$ cat src/rtl/ricosoc_uart_tx.sv
// rtl/ricosoc_uart_tx.sv - FIFO-buffered UART transmitter, LSB first, one stop bit
// Optional even-parity bit enabled by defining RICOSOC_UART_TX_PARITY_EN.
module ricosoc_uart_tx #(
  parameter int DEFAULT_DIV = 106,
  parameter int FIFO_DEPTH  = 8
) (
  input  logic                        clk,
  input  logic                        rst,
  input  logic                        cfg_div_we,
  input  logic [15:0]                 cfg_div_di,
  output logic [15:0]                 cfg_div_do,
  input  logic [7:0]                  in_data,
  input  logic                        in_valid,
  output logic                        in_ready,
  output logic                        ser_tx,
  output logic                        busy,
  output logic [$clog2(FIFO_DEPTH):0] fifo_level
);
  localparam int PW = $clog2(FIFO_DEPTH);
  localparam int LW = PW + 1;
  localparam logic [LW-1:0] FULL_LEVEL = LW'(FIFO_DEPTH);

  typedef enum logic [2:0] {S_IDLE, S_START, S_DATA, S_PARITY, S_STOP} state_t;

  state_t        state;
  logic [7:0]    mem [FIFO_DEPTH];
  logic [PW-1:0] wr_ptr;
  logic [PW-1:0] rd_ptr;
  logic [LW-1:0] level;
  logic [15:0]   div_reg;
  logic [15:0]   div_lat;
  logic [15:0]   cnt;
  logic [7:0]    shreg;
  logic [2:0]    bit_idx;
  logic          ser_q;
  logic          push;
  logic          pop;
  logic          fifo_nonempty;
  logic          bit_end;
  logic [7:0]    head;
`ifdef RICOSOC_UART_TX_PARITY_EN
  logic          par_bit;
`endif

  assign head          = mem[rd_ptr];
  assign fifo_nonempty = (level != '0);
  assign in_ready      = (level < FULL_LEVEL);
  assign bit_end       = (cnt == div_lat - 16'd1);
  assign push          = !rst && in_valid && in_ready;
  // A pop always starts a new frame: from idle, or straight out of a finished stop bit.
  assign pop           = !rst && fifo_nonempty &&
                         ((state == S_IDLE) || ((state == S_STOP) && bit_end));

  assign fifo_level = level;
  assign ser_tx     = ser_q;
  assign busy       = (state != S_IDLE) || fifo_nonempty;
  assign cfg_div_do = div_reg;

  always_ff @(posedge clk) begin
    if (push) mem[wr_ptr] <= in_data;
  end

  always_ff @(posedge clk) begin
    if (rst) begin
      wr_ptr <= '0;
      rd_ptr <= '0;
      level  <= '0;
    end else begin
      if (push) wr_ptr <= wr_ptr + PW'(1);
      if (pop)  rd_ptr <= rd_ptr + PW'(1);
      case ({push, pop})
        2'b10:   level <= level + LW'(1);
        2'b01:   level <= level - LW'(1);
        default: level <= level;
      endcase
    end
  end

  always_ff @(posedge clk) begin
    if (rst) begin
      div_reg <= 16'(DEFAULT_DIV);
    end else if (cfg_div_we) begin
      div_reg <= (cfg_div_di < 16'd2) ? 16'd2 : cfg_div_di;
    end
  end

  always_ff @(posedge clk) begin
    if (rst) begin
      state   <= S_IDLE;
      ser_q   <= 1'b1;
      cnt     <= '0;
      div_lat <= 16'(DEFAULT_DIV);
      shreg   <= '0;
      bit_idx <= '0;
`ifdef RICOSOC_UART_TX_PARITY_EN
      par_bit <= 1'b0;
`endif
    end else if (pop) begin
      // Divisor is sampled only here so mid-frame writes wait for the next frame.
      state   <= S_START;
      ser_q   <= 1'b0;
      cnt     <= '0;
      div_lat <= div_reg;
      shreg   <= head;
      bit_idx <= '0;
`ifdef RICOSOC_UART_TX_PARITY_EN
      par_bit <= ^head;
`endif
    end else begin
      if (state != S_IDLE) cnt <= bit_end ? 16'd0 : cnt + 16'd1;
      case (state)
        S_IDLE: ser_q <= 1'b1;
        S_START: if (bit_end) begin
          state   <= S_DATA;
          ser_q   <= shreg[0];
          shreg   <= shreg >> 1;
          bit_idx <= '0;
        end
        S_DATA: if (bit_end) begin
          if (bit_idx == 3'd7) begin
`ifdef RICOSOC_UART_TX_PARITY_EN
            state <= S_PARITY;
            ser_q <= par_bit;
`else
            state <= S_STOP;
            ser_q <= 1'b1;
`endif
          end else begin
            bit_idx <= bit_idx + 3'd1;
            ser_q   <= shreg[0];
            shreg   <= shreg >> 1;
          end
        end
`ifdef RICOSOC_UART_TX_PARITY_EN
        S_PARITY: if (bit_end) begin
          state <= S_STOP;
          ser_q <= 1'b1;
        end
`endif
        S_STOP: if (bit_end) begin
          state <= S_IDLE;
          ser_q <= 1'b1;
        end
        default: begin
          state <= S_IDLE;
          ser_q <= 1'b1;
        end
      endcase
    end
  end
endmodule

$ cat config.mk
export PLATFORM = sky130hd
export DESIGN_NAME = ricosoc_uart_tx
export DESIGN_NICKNAME = d
export VERILOG_FILES = /design/src/rtl/ricosoc_uart_tx.sv
export SDC_FILE = /design/constraint.sdc
export NUM_CORES = 1
export LEC_CHECK = 0
export BUFFER_PORTS_ARGS = -buffer_cell sky130_fd_sc_hd__buf_2
export CORE_MARGIN = 2
export CORE_UTILIZATION = 40
export DETAILED_ROUTE_END_ITERATION = 10
export PLACE_DENSITY = 0.67
export SLEW_MARGIN = 20
export SYNTH_ARGS = -nofsm -noshare
export SYNTH_HDL_FRONTEND = slang
export SYNTH_SLANG_ARGS = --single-unit
$ cat constraint.sdc
create_clock -name clk -period 5.5 [get_ports clk]
set_input_delay 0.55 -clock clk [delete_from_list [all_inputs] [get_ports clk]]
set_output_delay 0.55 -clock clk [all_outputs]
set_load 0.01 [all_outputs]
==> impl_metrics.toml, run 1 <==
[status]
run_status = "complete, no violations"

[setup_path]
rr_worst_depth = 17
crit_path_cell_trace = "inv_1, ha_1, or4b_1, or4_1, o21ai_1, a22oi_1, or4_4, o21ai_4, nand2_4, clkinv_2, ha_1, xor2_1, ha_1, a21oi_1, xor2_1, or3_1, a21oi_1"
critical_path.slowest_cell = "or4b_1"
reg2reg_from = "div_lat[0]$_SDFFE_PP0N_"
startpoint = "div_lat[0]$_SDFFE_PP0N_"
cp_data_arrival_time_ns = 4.95
worst_setup_path_endpoint = "fifo_level[2]$_SDFFE_PP0P_"
worst_path_buffer_plus_inverter_count = 2
timing_worst_setup_path_type = "reg2reg"
path_max_fanout = 25
crit_cells = 17
critPathRequiredTime_ns = 5.85
cp-end-kind = "flop"
slowest_delay_ns = 0.62
worst_path_most_repeated_cell = "ha_1"
worst_case_register_to_register_setup_slack_ns = 0.90
cpLargestDelayFamily = "simple AND/OR/NAND/NOR gates"
kind_of_start_point_of_the_critical_path = "flop"
worst_r2r_endpoint = "fifo_level[2]$_SDFFE_PP0P_"

[yosys]
syn-cell-area_mm2 = 0.00627
synth.top_cells.by_area = "edfxtp_1 31%, dfxtp_1 24%, mux4_2 5.7%, mux2i_1 3.7%, nor2_1 3.3%"
synthesis.instances = 557
post-synth-top-area-fraction_pct = 30.7
yosysWarningCount = 0
synth_cell_types = 58
synthMostInstantiatedCell = "dfxtp_1"
post_synth.cell_area_avg_um2 = 11.3
ys_seq_area_share_pct = 54.9
number_of_synthesized_flops_with_an_enable_pin = 64
synth-main-ff-cell = "dfxtp_1"
synth_seq_cells = 140
synth_largest_area_cell = "edfxtp_1"
synthArstFlopShare_pct = 0
synth_nets = 594
synth_common_cells = "76 x dfxtp_1, 64 x edfxtp_1, 55 x nor2_1, 39 x nand2_1, 27 x nand3_1"

[power]
clkPwrFrac_pct = 37.1
comb_power_share_pct = 20.3
cellLeakagePower_nw = 2.62
max-vdd-ir-drop_uv = 450
switching_part_of_the_total_power_pct = 32.4
p_switching_w = 0.000999
internal-power_w = 0.00209
seq_power_share_pct = 42.7
totalPowerFinal_w = 0.00309
power.density_cell_area_mw_per_mm2 = 422

[clock_tree]
holdBufCountCts = 0
htree_levels = 4
cts_tree = "built"
worst_setup_hold_path_clk_slew_ns = 0.07
worst_skew_pair.late_latency_ns = 0.42
post_cts_repair_timing_setup_buffer_count = 0
ctsResizeCount = 0
clock-root-buffer = "clkbuf_16"
clk_path_buf_depth = 2
cts-buffers-inserted = 17
clock_sinks = 140

[timing]
final_max_slew_viol_count = 0
worst_slew_pin_slew_ns = 0.971
worst_slew_slack_as_a_fraction_of_its_limit_pct = 35.1
final.setup.tns_ns = 0
final_hold_viol_count = 0
final_min_period_over_clock_period_pct = 83.6
timing.final.setup_violations = 0
fin_skew_ns = 0.0107
period_minus_slack_ns = 4.60
timing_limited_maximum_frequency_ghz = 0.218
rsz0062_at_grt = "false"

[floorplan]
dieHeight_um = 129
initial_core_utilization_pct = 41.1
core_area_mm2 = 0.0153
die_x_um = 129
core_rows = 45
pin_count = 51
dieArea_mm2 = 0.0167

[placement]
dp.final_hpwl_um = 9570
buffers_added_on_ports = 50
post-place-cells = 794
place_area_mm2 = 0.00671
routabilityCongestion = 0.872

[run]
cap_viol_max_count = 0

[grt]
global_route_wire_length_before_repair_um = 22900
antenna_found_initial = 0
grt_start_max_net_pins = 39
overflow = 0
number_of_global_route_vias_before_repair = 4488
gr-usage-all-layers_pct = 17.7

[finish]
finalNonFillerCells = 826
final_layout_size_suffix_gt1_share_pct = 19.3
multiInputGateArea_mm2 = 0.00267
syn2layout_area_growth_pct = 16.8
seq_area_mm2 = 0.00344
post-route-util_pct = 48.0
stdcell_area_mm2 = 0.00732
antenna_cells = 0
fillerInstances = 1366
final_net_count = 639

[route]
vias_per_cell = 5.43
post-route-drc-count = 0
first_iter_violations = 352
routedWlPerCell_um = 16.8
wl_um = 13900
detailroute.via_count = 4486
first_pass_iters = 5
ant_nets = 0

[worst_hold_path]
hp-class = "in2reg"
worstHoldPathCells = 3
## cell families (layout without fill, tap and decap cells)
logic type                 after synthesis  count (layout)  share of synthesized area [%]
adders and majority gates                9               9                           1.80
AOI/OAI and AO/OA                       74              74                           7.92
DFF                                    140             140                           54.9
buffers and inverters                   41              99                           2.67
and+or+nand+nor                        212             212                           17.4
xor gates and xnor gates                41              41                           5.73
muxes                                   40              40                           9.60
## layer usage
| metal | routed length, um | track usage, % |
|---|---|---|
| met3 | 667 | 4.75 |
| met5 | 0 | 0 |
| met4 | 157 | 5.56 |
| met2 | 6990 | 30.0 |
| met1 | 6090 | 22.2 |
## tightest hold or removal path: stages
cell and delay, ns:
buf_2 0.09, mux2i_1 0.06, nand2_1 0.06
## placed cells by master (no fill, tap or decap), types with 3 or more instances in the layout
| master | count |
|---|---|
| a221o_1 | 4 |
| nor4_2 | 3 |
| xnor2_1 | 21 |
| nor4_1 | 9 |
| a21oi_1 | 12 |
| inv_1 | 9 |
| xor2_1 | 20 |
| a31oi_1 | 6 |
| and3_1 | 6 |
| buf_4 | 6 |
| mux4_2 | 16 |
| nand2_1 | 39 |
| or3_1 | 6 |
| nor2_1 | 55 |
| clkbuf_16 | 17 |
| ha_1 | 9 |
| o21ai_1 | 16 |
| nor2b_1 | 8 |
| a211oi_1 | 5 |
| o211ai_1 | 5 |
| o221ai_1 | 4 |
| mux2i_1 | 23 |
| or4_1 | 6 |
| clkinv_8 | 4 |
| buf_2 | 50 |
| clkinv_4 | 3 |
| dfxtp_1 | 75 |
| nand2b_1 | 7 |
| o31ai_1 | 5 |
| nand3_1 | 27 |
| o21ai_0 | 6 |
| nor3_1 | 21 |
| inv_8 | 6 |
| edfxtp_1 | 64 |
| nand4_1 | 8 |
## layout make-up
class | instances | area share (%)
Clock buffer | 17 | 5.81
Clock inverter | 15 | 2.51
Inverter | 11 | 0.581
Multi-Input combinational cell | 376 | 36.4
Sequential cell | 140 | 47.0
Tap cell | 211 | 3.60
Timing Repair Buffer | 56 | 4.03
## power by group through the flow
stage               clock network (W)  logic (W)  registers, W
floorplan                           0   0.000510       0.00127
global placement                    0   0.000608       0.00133
detailed placement                  0   0.000624       0.00134
CTS                           0.00117   0.000627       0.00132
global route                  0.00121   0.000694       0.00134
finish                        0.00115   0.000626       0.00132
## sequential cells by signal (all words and copies together) (netlist names), 4 cells and up, named ones only
register	flops
cnt	16
fifo_level	4
cfg_div_do	16
mem	64
div_lat	16
shreg	8
## per-stage QoR
stage | hold WS (ns) | setup WS [ns]
detailed placement | 0.458 | 0.967
finish | 0.371 | 0.903
CTS | 0.358 | 0.923
global route | 0.382 | 0.562
global placement | 0.449 | 1.09
floorplan | 0.434 | 1.29
## worst min-delay path by stage
stage	from	to	slack [ns]
after floorplan	rd_ptr[2]$_SDFFE_PP0N_	flop	0.43
after global placement	rd_ptr[2]$_SDFFE_PP0N_	flop	0.45
after detailed placement	bit_idx[2]$_SDFFE_PP0P_	bit_idx[2]$_SDFFE_PP0P_	0.46
after CTS	cfg_div_di[6]	cfg_div_do[6]$_SDFFE_PP1P_	0.36
after global routing	cfg_div_di[6]	cfg_div_do[6]$_SDFFE_PP1P_	0.38
final	cfg_div_di[3]	cfg_div_do[3]$_SDFFE_PP1P_	0.37
(Power assumes the default switching activity.)
==> run 2: changes to the inputs <==
--- a/config.mk
+++ b/config.mk
@@ -9,7 +9,7 @@
 export CORE_MARGIN = 2
 export CORE_UTILIZATION = 40
 export DETAILED_ROUTE_END_ITERATION = 10
-export PLACE_DENSITY = 0.67
+export PLACE_DENSITY = 0.69
 export SLEW_MARGIN = 20
 export SYNTH_ARGS = -nofsm -noshare
 export SYNTH_HDL_FRONTEND = slang
==> constraint.sdc (replaced) <==
create_clock -name clk -period 4 [get_ports clk]
set_input_delay 0.4 -clock clk [delete_from_list [all_inputs] [get_ports clk]]
set_output_delay 0.4 -clock clk [all_outputs]
set_load 0.01 [all_outputs]
==> run 2 against run 1 <==
Against the previous run:
- worst setup slack worse by 0.84 ns
- worst hold slack worse by 0.16 ns
- clock power increased by 37%
- highest routed layer unchanged
- global-route usage down 0.13 points
- core utilization up 0.83 points
- register-to-register slack got worse by 0.84 ns
- final cell count increased by 1.7%
- fmax rose by 17%
- critical path depth unchanged
- routed wire length increased by 0.34%
- sequential cell count stayed put
- first-iteration DRC count is 21% lower
==> impl_metrics.toml, run 2 (synthesis gave the netlist of run 1 again) <==
[timing]
timing.final.setup_violations = 0
fin_skew_ns = 0.0126
final.setup.tns_ns = 0
worst_slew_slack_as_a_fraction_of_its_limit_pct = 37.5
final_hold_viol_count = 0
postLayoutSetupSlackWorst_ns = 0.0662
timing_limited_maximum_frequency_ghz = 0.254
worst_slew_pin_slew_ns = 0.934
final_min_period_over_clock_period_pct = 98.3
final_max_slew_viol_count = 0
period_minus_slack_ns = 3.93

[setup_path]
cp-end-kind = "flop"
timing_worst_setup_path_type = "reg2reg"
critPathRequiredTime_ns = 4.36
path_max_fanout = 7
crit_path_cell_trace = "inv_2, ha_4, or4b_4, or4_1, nand4_1, o31ai_2, or4_4, o21ai_4, nand2_4, clkinv_4, ha_4, xor2_1, ha_2, a21oi_1, xor2_1, or3_1, a21oi_2"
slowest_delay_ns = 0.58
critical_path.slowest_cell = "or4_4"
cp_data_arrival_time_ns = 4.30
kind_of_start_point_of_the_critical_path = "flop"

[finish]
largest_register_ff_count = 64
final_layout_size_suffix_gt1_share_pct = 22.1
antenna_cells = 0
post-route-util_pct = 48.8
syn2layout_area_growth_pct = 18.8
final_net_count = 653
most_common_library_cell_in_the_layout_ignoring_fill_and_taps = "dfxtp_1"
regMostFlops = "mem"
mostFrequentLayoutCells = "75 x dfxtp_1, 64 x edfxtp_1, 55 x nor2_1"

[route]
wl_um = 14000
first_pass_iters = 5
first_iter_violations = 277
post-route-drc-count = 0
detailroute.via_count = 4489
routedWlPerCell_um = 16.6
vias_per_cell = 5.34
ant_nets = 0

[placement]
post_placement_setup_slack_ns = 0.0126
buffers_added_on_ports = 50
dp.final_hpwl_um = 9460
routabilityCongestion = 0.828

[floorplan]
dieHeight_um = 129
die_x_um = 129
dieArea_mm2 = 0.0167
core_rows = 45
core_area_mm2 = 0.0153
pin_count = 51
initial_core_utilization_pct = 41.1

[power]
cellLeakagePower_nw = 2.67
max-vdd-ir-drop_uv = 377
power.density_cell_area_mw_per_mm2 = 580

[grt]
gr-usage-all-layers_pct = 17.6
antenna_found_initial = 0
grt_start_max_net_pins = 26
overflow = 0
number_of_global_route_vias_before_repair = 4461
global_route_wire_length_before_repair_um = 22600

[worst_hold_path]
hp-class = "in2reg"

[run]
cap_viol_max_count = 0

[clock_tree]
htree_levels = 4
cts-buffers-inserted = 17
worst_setup_hold_path_clk_slew_ns = 0.07
clock-root-buffer = "clkbuf_16"
worst_skew_pair.late_latency_ns = 0.43
clock_sinks = 140
clk_path_buf_depth = 2
cts_tree = "built"

[status]
run_status = "complete, no violations"
==> run 2: cell count changes in the layout (fill, tap and decap cells not counted), sizes merged <==
cell	delta
buf	+14
bufinv	+1
clkinv	-4
inv	+2
clkinvlp	+1
==> run 2: timing repair <==
action,in CTS,in global routing
setup buffers,0,5
endpoints found under the setup margin,1,1
pin swaps,0,8
hold buffers,0,0
resized for setup,1,4
==> run 2: worst paths after layout <==
check | startpoint | cells after the start | end | slack, ns
worst min-delay path | cfg_div_di[5] | 3 | cfg_div_do[5]$_SDFFE_PP1P_ | 0.21
worst min register to register | div_lat[15]$_SDFFE_PP0N_ | 2 | div_lat[15]$_SDFFE_PP0N_ | 0.47
worst max-delay path | div_lat[0]$_SDFFE_PP0N_ | 17 | fifo_level[2]$_SDFFE_PP0P_ | 0.07
worst max register to register | div_lat[0]$_SDFFE_PP0N_ | 17 | fifo_level[2]$_SDFFE_PP0P_ | 0.07
==> run 2: layout make-up <==
class	count	area (um2)
fill	1377	7810
sequential	140	3440
multi-input combinational	376	2700
clock buffer	17	425
timing repair buffer	70	400
tap	211	264
clock inverter	15	171
inverter	11	46.3
==> run 2: through the flow <==
stage          hold slack [ns]  area (um2)  power, W  std cells
3_5_place_dp             0.455        6800   0.00274        803
3_3_place_gp             0.449        6800   0.00270        803
5_1_grt                  0.209        7450   0.00452        840
4_1_cts                  0.199        7400   0.00432        835
2_1_floorplan            0.435        6300   0.00246        557
6_report                 0.207        7450   0.00432        840
==> run 2: worst max-delay path, delay by kind of cell (launching register included) <==
family          cells  cell delay (ns)
compound gates      4             0.48
flops               1             0.32
simple gates        6             2.07
fa+ha+maj           3             0.50
buf+inv             2             0.16
xor+xnor            2             0.32
==> run 2: routing by layer <==
layer	share of wire [%]	global-route usage, %	vias to the layer above
li1	-	-	2185
met1	45	22.4	2195
met2	50	29.2	87
met3	3.5	4.25	22
met4	1.6	6.91	0
met5	0	0	-
==> run 2: report_power, final <==
| part | internal [W] | switching [W] | leakage, nW |
|---|---|---|---|
| logic | 0.000444 | 0.000524 | 1.18 |
| registers | 0.00163 | 0.000139 | 1.20 |
| clock network | 0.000892 | 0.000692 | 0.292 |
==> run 3: changes to the inputs <==
--- a/config.mk
+++ b/config.mk
@@ -7,9 +7,9 @@
 export LEC_CHECK = 0
 export BUFFER_PORTS_ARGS = -buffer_cell sky130_fd_sc_hd__buf_2
 export CORE_MARGIN = 2
-export CORE_UTILIZATION = 40
+export CORE_UTILIZATION = 45
 export DETAILED_ROUTE_END_ITERATION = 10
-export PLACE_DENSITY = 0.69
+export PLACE_DENSITY = 0.75
 export SLEW_MARGIN = 20
 export SYNTH_ARGS = -nofsm -noshare
 export SYNTH_HDL_FRONTEND = slang
==> run 3 against run 2 <==
Against the previous run:
- routed wire length decreased by 0.67%
- clock-buffer cell count stayed put
- power increased by 1.0%
- worst setup slack gained 0.063 ns
- sequential cell count stayed put
- core utilization rose by 5.6 points
- non-clock buffer count is 1 lower
- worst hold slack better by 0.013 ns
- register-to-register slack improved by 0.06 ns
- first-iteration DRC count is 12% higher
- critical endpoint unchanged
- highest routed layer unchanged
==> impl_metrics.toml, run 3 (synthesis gave the netlist of run 1 again) <==
[floorplan]
core_area_mm2 = 0.0137
core_rows = 43
dieHeight_um = 122
dieArea_mm2 = 0.0149
die_x_um = 122
initial_core_utilization_pct = 45.7
pin_count = 51

[placement]
place_area_mm2 = 0.00675
routabilityCongestion = 0.929
dp.final_hpwl_um = 9510
buffers_added_on_ports = 50

[power]
clkPwrFrac_pct = 37.1
seq_power_share_pct = 41.4
power.density_cell_area_mw_per_mm2 = 584
max-vdd-ir-drop_uv = 617
switching_part_of_the_total_power_pct = 29.7
p_switching_w = 0.00130
totalPowerFinal_w = 0.00436
comb_power_share_pct = 21.5
cellLeakagePower_nw = 2.68
internal-power_w = 0.00307

[timing]
worst_slew_pin_slew_ns = 1.18
fin_skew_ns = 0.0169
final_min_period_over_clock_period_pct = 96.8
worst_slew_slack_as_a_fraction_of_its_limit_pct = 20.9
final.setup.tns_ns = 0
final_max_slew_viol_count = 0
timing.final.setup_violations = 0
timing_limited_maximum_frequency_ghz = 0.258
period_minus_slack_ns = 3.87
final_hold_viol_count = 0
rsz0062_at_grt = "false"

[finish]
largest_register_ff_count = 64
syn2layout_area_growth_pct = 19.1
antenna_cells = 0
fillerInstances = 1112
final_layout_size_suffix_gt1_share_pct = 22.8
stdcell_area_mm2 = 0.00746
mostFrequentLayoutCells = "73 x dfxtp_1, 64 x edfxtp_1, 55 x nor2_1"
most_common_library_cell_in_the_layout_ignoring_fill_and_taps = "dfxtp_1"
regMostFlops = "mem"
final_net_count = 652

[worst_hold_path]
hp-class = "in2reg"
timing.hold.worst.start = "cfg_div_di[6]"
worstHoldPathCells = 3
hold_endpoint = "cfg_div_do[6]$_SDFFE_PP1P_"

[setup_path]
path_max_fanout = 8
rr_worst_depth = 17
critPathRequiredTime_ns = 4.35
reg2reg_from = "div_lat[0]$_SDFFE_PP0N_"
worst_r2r_endpoint = "fifo_level[2]$_SDFFE_PP0P_"
kind_of_start_point_of_the_critical_path = "flop"
cp-end-kind = "flop"
cp_data_arrival_time_ns = 4.22
timing_worst_setup_path_type = "reg2reg"
worst_case_register_to_register_setup_slack_ns = 0.13

[route]
post-route-drc-count = 0
ant_nets = 0
first_iter_violations = 311
wl_um = 13900
routedWlPerCell_um = 17.2
detailroute.via_count = 4521
first_pass_iters = 6
vias_per_cell = 5.60

[status]
run_status = "complete, no violations"

[clock_tree]
htree_levels = 4
clock_sinks = 140
clock-root-buffer = "clkbuf_16"
worst_setup_hold_path_clk_slew_ns = 0.06
worst_skew_pair.late_latency_ns = 0.42
cts-buffers-inserted = 17
holdBufCountCts = 0
clk_path_buf_depth = 2
cts_tree = "built"

[grt]
number_of_global_route_vias_before_repair = 4510
antenna_found_initial = 0
grt_start_max_net_pins = 26
gr-usage-all-layers_pct = 19.7
global_route_wire_length_before_repair_um = 22400
overflow = 0

[run]
cap_viol_max_count = 0
[run 3: cell types whose count changed in the layout (fill, tap and decap cells not counted), moves of 2 or more]
cell,before,now
or4_1,6,4
dfxtp_1,75,73
or4_4,1,3
bufinv_16,1,3
inv_8,5,2
[run 3: power by group through the flow]
stage	logic (W)	clock network (W)	registers, W
floorplan	0.000719	0	0.00174
global placement	0.000859	0	0.00182
detailed placement	0.000884	0	0.00183
CTS	0.000891	0.00164	0.00180
global route	0.00103	0.00169	0.00183
finish	0.000938	0.00162	0.00181
[run 3: worst max-delay path, cell delays in order (launching register included)]
cell and delay (ns):
dfxtp_4 0.36, inv_4 0.06, ha_4 0.14, or4b_4 0.52, or4_1 0.44, nand4_1 0.16, o31ai_4 0.10, or4_4 0.57
o21ai_4 0.19, nand2_4 0.08, clkinv_4 0.07, ha_4 0.15, xor2_2 0.14, ha_2 0.17, a21oi_1 0.04, xor2_1 0.17
or3_1 0.31, a21oi_1 0.13
[run 3: final cells by class]
type	instances	area, um2	area share (%)
flip-flops and latches	140	3450	46.2
multi-input cells	376	2740	36.7
clock buffers	17	425	5.70
repair buffers	69	393	5.26
well taps	180	225	3.02
clock inverters	14	185	2.48
inverters	11	48.8	0.654
[run 3: what timing repair did]
| item | CTS | global route |
|---|---|---|
| pin swaps | 0 | 8 |
| gates resized for setup | 1 | 13 |
| setup buffers | 0 | 6 |
| endpoints found under the setup margin | 1 | 2 |
[run 3: how the worst max path moves through the flow]
stage / to / slack, ns / startpoint
after floorplan: fifo_level[2]$_SDFFE_PP0P_ / -0.01 / div_lat[0]$_SDFFE_PP0N_
after global placement: fifo_level[2]$_SDFFE_PP0P_ / 0.13 / div_lat[0]$_SDFFE_PP0N_
after detailed placement: fifo_level[2]$_SDFFE_PP0P_ / 0.03 / div_lat[0]$_SDFFE_PP0N_
after CTS: fifo_level[2]$_SDFFE_PP0P_ / 0.09 / div_lat[0]$_SDFFE_PP0N_
after global routing: fifo_level[2]$_SDFFE_PP0P_ / 0.02 / div_lat[0]$_SDFFE_PP0N_
final: fifo_level[2]$_SDFFE_PP0P_ / 0.13 / div_lat[0]$_SDFFE_PP0N_
[run 3: stage by stage]
| step | std cells | worst slack [ns] | util (%) | hold WS (ns) |
|---|---|---|---|---|
| floorplan | 557 | -0.0122 | - | 0.435 |
| global placement | 770 | 0.126 | 49.2 | 0.451 |
| detailed placement | 770 | 0.0252 | 49.2 | 0.456 |
| CTS | 801 | 0.0904 | 53.7 | 0.211 |
| global route | 807 | 0.0168 | 54.4 | 0.230 |
| finish | 807 | 0.129 | 54.4 | 0.220 |
[run 3: routing by layer]
metal	vias to the layer above	global-route usage [%]	part of all wire [%]
met2	102	34.9	53
li1	2169	-	-
met5	-	0	0
met4	0	6.18	1.3
met3	14	5.24	3.8
met1	2236	23.2	42
